==> src/rtl/serial_shifter_pkg.sv <==
// Shared definitions for the iterative one-bit-per-cycle shift unit:
// operation codes, FSM state encoding and default widths.
package serial_shifter_pkg;

    // Default data width and number of shift-amount bits that count.
    localparam int DATA_W = 32;
    localparam int AMT_W  = 5;

    // Shift operation selected by the controller.
    typedef enum logic [1:0] {
        SHIFT_SLL  = 2'b00,
        SHIFT_SRL  = 2'b01,
        SHIFT_SRA  = 2'b10,
        SHIFT_PASS = 2'b11
    } shift_op_e;

    // Sequencer states.
    typedef enum logic [1:0] {
        ST_IDLE  = 2'b00,
        ST_SHIFT = 2'b01,
        ST_FIN   = 2'b10
    } shift_state_e;

endpackage : serial_shifter_pkg

==> src/rtl/serial_shifter.sv <==
// Iterative shift unit: latches operand, amount and operation on an accepted
// start, shifts one bit per cycle, then pulses done with the final value.
// The visible result only changes on entry to FIN, so the ALUOut mux never
// sees a partially shifted word.
module serial_shifter
    import serial_shifter_pkg::*;
#(
    parameter int WIDTH = DATA_W,
    parameter int SHW   = AMT_W
) (
    input  logic             clk,
    input  logic             rst_n,
    input  logic             start,
    input  logic [1:0]       shiftop,
    input  logic [WIDTH-1:0] data_in,
    input  logic [WIDTH-1:0] amt32,
    output logic             busy,
    output logic             done,
    output logic [WIDTH-1:0] result
);

    shift_state_e     state_q,  state_d;
    shift_op_e        op_q,     op_d;
    logic [WIDTH-1:0] work_q,   work_d;
    logic [SHW-1:0]   count_q,  count_d;
    logic [WIDTH-1:0] result_q, result_d;
    logic [WIDTH-1:0] step;

    // Upper amount bits come from the extender and carry no information.
    logic unused_amt_hi;
    assign unused_amt_hi = ^amt32[WIDTH-1:SHW];

    // One-bit step of the latched operation.
    always_comb begin
        // NOTE: every signal written in a combinational block gets a default
        // first, so no path leaves it unassigned and no latch is inferred.
        step = work_q;
        case (op_q)
            SHIFT_SLL: step = {work_q[WIDTH-2:0], 1'b0};
            SHIFT_SRL: step = {1'b0, work_q[WIDTH-1:1]};
            SHIFT_SRA: step = {work_q[WIDTH-1], work_q[WIDTH-1:1]};
            default:   step = work_q;
        endcase
    end

    // State and datapath registers; reset clears everything immediately.
    always_ff @(posedge clk or negedge rst_n) begin
        // NOTE: all state here is reset, including the result, so an aborted
        // operation leaves no stale value behind.
        if (!rst_n) begin
            state_q  <= ST_IDLE;
            op_q     <= SHIFT_SLL;
            work_q   <= '0;
            count_q  <= '0;
            result_q <= '0;
        end else begin
            // NOTE: non-blocking assignments so every register samples the
            // pre-edge values regardless of statement order.
            state_q  <= state_d;
            op_q     <= op_d;
            work_q   <= work_d;
            count_q  <= count_d;
            result_q <= result_d;
        end
    end

    // Next-state and datapath update.
    always_comb begin
        state_d  = state_q;
        op_d     = op_q;
        work_d   = work_q;
        count_d  = count_q;
        result_d = result_q;
        case (state_q)
            ST_IDLE, ST_FIN: begin
                // FIN falls back to IDLE, but may also accept a new request.
                state_d = ST_IDLE;
                if (start) begin
                    work_d  = data_in;
                    count_d = amt32[SHW-1:0];
                    op_d    = shift_op_e'(shiftop);
                    if (amt32[SHW-1:0] == '0 || shiftop == SHIFT_PASS) begin
                        state_d  = ST_FIN;
                        result_d = data_in;
                    end else begin
                        state_d = ST_SHIFT;
                    end
                end
            end
            ST_SHIFT: begin
                // start is ignored here; the last step goes straight to result.
                work_d  = step;
                count_d = count_q - SHW'(1);
                if (count_q == SHW'(1)) begin
                    state_d  = ST_FIN;
                    result_d = step;
                end
            end
            default: state_d = ST_IDLE;
        endcase
    end

    // Status outputs decoded from the state.
    always_comb begin
        busy = (state_q == ST_SHIFT);
        done = (state_q == ST_FIN);
    end

    assign result = result_q;

endmodule : serial_shifter

==> config.mk <==
export PLATFORM = sky130hd
export DESIGN_NAME = serial_shifter
export DESIGN_NICKNAME = d
export VERILOG_FILES = /design/src/rtl/serial_shifter_pkg.sv /design/src/rtl/serial_shifter.sv
export SDC_FILE = /design/constraint.sdc
export NUM_CORES = 1
export LEC_CHECK = 0
export ABC_AREA = 1
export BUFFER_PORTS_ARGS = -buffer_cell sky130_fd_sc_hd__buf_2
export CORE_MARGIN = 1.5
export CORE_UTILIZATION = 30
export CTS_CLUSTER_SIZE = 28
export DETAILED_ROUTE_END_ITERATION = 7
export PLACE_DENSITY = 0.52
export SLEW_MARGIN = 10
export SYNTH_ARGS = -nofsm -noshare
export SYNTH_HDL_FRONTEND = slang
export SYNTH_SLANG_ARGS = --single-unit
==> constraint.sdc <==
create_clock -name clk -period 1.6 [get_ports clk]
set_input_delay 0.16 -clock clk [delete_from_list [all_inputs] [get_ports clk]]
set_output_delay 0.16 -clock clk [all_outputs]
set_load 0.01 [all_outputs]
==> flow_metrics.tcl <==
set metrics [dict create \
    outcome "finished, final reports clean" \
    synth-seq-area-share_pct 44.2 \
    finalNetCount 755 \
    numCtsBuffers 9 \
    relSlewSlack_pct 60.1 \
    cts_num_sinks 73 \
    area_growth_pct 22.7 \
    skew_ns 0.00744 \
    rows 42 \
    grt_antenna_before_repair 0 \
    layout_worst_path_cycle_share_pct 94.9 \
    die_h_um 120 \
    drive_gt1_share_pct 20.6 \
    critPathCaptureType "output port" \
    synth_top_area_cell "dfrtp_1" \
    post_drt_wl_per_cell_um 12.5 \
    grt_pass1_vias 3818 \
    slew_viol_final 0 \
    via_per_inst 4.48 \
    synth_fp_nets 684 \
    pwr-share-clk_pct 18.2 \
    setup_violations 0 \
    yosys.area.top_type_share_pct 44.2 \
    synth_top_cells_by_count "nand2_1, nor2_1, dfrtp_1" \
    overflow 0 \
    tns_ns 0 \
    cp.required_ns 1.44 \
    root_buffer "clkbuf_16" \
    p_sw_uw 5670 \
    setup_ws_ns 0.0819 \
    antenna_left 0 \
    dp.cells 848 \
    io_pins 103 \
    clk_path_buf_depth 2 \
    tightest_slew_ns 0.597 \
    avgSynthCellArea_um2 6.75 \
    grt_setup_unrepaired "false" \
    grt_max_degree 46 \
    gp_congestion 0.851 \
    ir_drop_mv 0.921 \
    drv_cap 0 \
    worstSkewPairLatency_ns 0.33 \
    cts_max_level 3 \
    chipWidth_um 120 \
    fillerInstances 1483 \
    p_comb_share_pct 53.0 \
    synth_enable_flop_cells 0 \
    fmax_mhz 659 \
    diodes 0 \
    synth.area.top_cells "dfrtp_1, nand2_1, nor2_1" \
    power.leakage_uw 0.00274 \
    yosysMostFrequentCell "nand2_1" \
    grt_usage_pct 16.0 \
    critical_path.startpoint_type "register" \
    fp.coreArea_mm2 0.0133 \
    holdWs_ns 0.0558 \
    p_sw_share_pct 46.0 \
    synthFlopType "dfrtp_1" \
    die-area_mm2 0.0145 \
    syn_area_mm2 0.00414 \
    synth-async-reset-ratio_pct 100 \
    ys_warn_count 0 \
    cp_max_fo 37 \
    drc 0 \
    layoutNonFillerInstCount 865 \
    powerDensity_mw_per_mm2 2430 \
    dp_slack_ns 0.149 \
    arrival_ns 1.36 \
    synth_seq_cells 73 \
    grt_pass1_wl_um 18500 \
    vias 3876 \
    p_seq_share_pct 28.9 \
    period_needed_ns 1.52 \
    io_buffers 75 \
    drt_wl_total_um 10800 \
    hpwlAfterDp_um 7230 \
    drt_iter0_drc 167 \
    hold_viol 0 \
    path_clk_slew_ns 0.06 \
    drtPass1Iterations 5 \
    cts_setup_buffers 0 \
    path_class "register to output port" \
    power.internal_uw 6650 \
    yosysUniqueCellTypes 23 \
    cts_tree "yes" \
    hp-class "input pin to register" \
    syn_inst 613 \
    start_util_pct 31.0 \
]
==> cell usage in the layout, fill, tap and decap left out, types with 4 or more instances in the layout <==
master	Yosys	routed
nand2_1	238	238
nor2_1	108	108
buf_2	16	74
dfrtp_1	73	72
nand3_1	70	70
inv_1	39	39
nor2_2	22	22
buf_4	6	14
clkbuf_16	0	9
o21ai_0	6	6
inv_2	5	5
buf_12	0	5
nand2_2	4	4
a21oi_1	4	4
==> layout make-up <==
| type | instances | area, um^2 | share of cell area (%) |
|---|---|---|---|
| timing repair buffer | 94 | 586 | 11.5 |
| clock buffer | 11 | 253 | 4.98 |
| sequential | 73 | 1830 | 36.0 |
| tap | 176 | 220 | 4.34 |
| multi-input combinational | 462 | 1950 | 38.4 |
| inverter | 44 | 165 | 3.25 |
| clock inverter | 5 | 77.6 | 1.53 |
==> power groups by stage <==
stage          clock network, uW  logic, uW  registers (uW)
2_1_floorplan                  0       4650            3610
3_3_place_gp                   0       6580            3540
3_5_place_dp                   0       6600            3570
4_1_cts                     2290       6640            3560
5_1_grt                     2370       7550            3710
6_report                    2240       6530            3560
==> routing by layer <==
metal	global-route usage, %	up-vias	routed length, um	part of all wire (%)
met5	0	-	0	0
li1	-	2017	-	-
met4	5.96	0	115	1.1
met2	24.7	82	4910	45
met1	22.7	1769	5330	49
met3	2.41	8	445	4.1
==> final timing paths <==
| kind | from | end | slack, ns | depth (start not counted) |
|---|---|---|---|---|
| max | state_q[0] | busy | 0.08 | 4 |
| min | shiftop[1] | op_q[1] | 0.06 | 3 |
| max reg2reg | count_q[1] | result[12] | 0.17 | 9 |
| min reg2reg | result[9] | result[9] | 0.47 | 2 |
| max in group asynchronous | rst_n | work_q[4] | 0.70 | 3 |
| min in group asynchronous | rst_n | result[21] | 0.30 | 2 |
==> registers in the layout, indices dropped and copies added (netlist names) <==
name,cells
work_q,32
count_q,5
result,32
state_q,2
op_q,2
==> critical path, cell delays in order (launching register included) <==
cell and delay (ns):
dfrtp_1 0.38, inv_2 0.07, nor2_4 0.17, buf_12 0.23, buf_2 0.16
==> timing repair <==
item,CTS,global route
hold endpoints to repair,28,0
hold buffers,1,0
endpoints found under the setup margin,0,1
gates resized for setup,0,1
==> cell families (layout without fill, tap and decap cells) <==
logic type | count (synthesis) | count (layout) | synth area share (%)
fa+ha+maj | 2 | 2 | 0.605
xor+xnor | 1 | 1 | 0.212
buf+inv | 78 | 154 | 8.74
compound gates | 14 | 14 | 1.88
flops | 73 | 73 | 44.2
simple gates | 445 | 445 | 44.4
==> metrics by stage <==
stage	power, uW	area (um^2)	util [%]
floorplan	8260	4140	-
global placement	10100	4740	35.5
detailed placement	10200	4740	35.5
CTS	12500	5080	38.0
global route	13600	5080	38.0
finish	12300	5080	38.0
(Power assumes the default switching activity.)
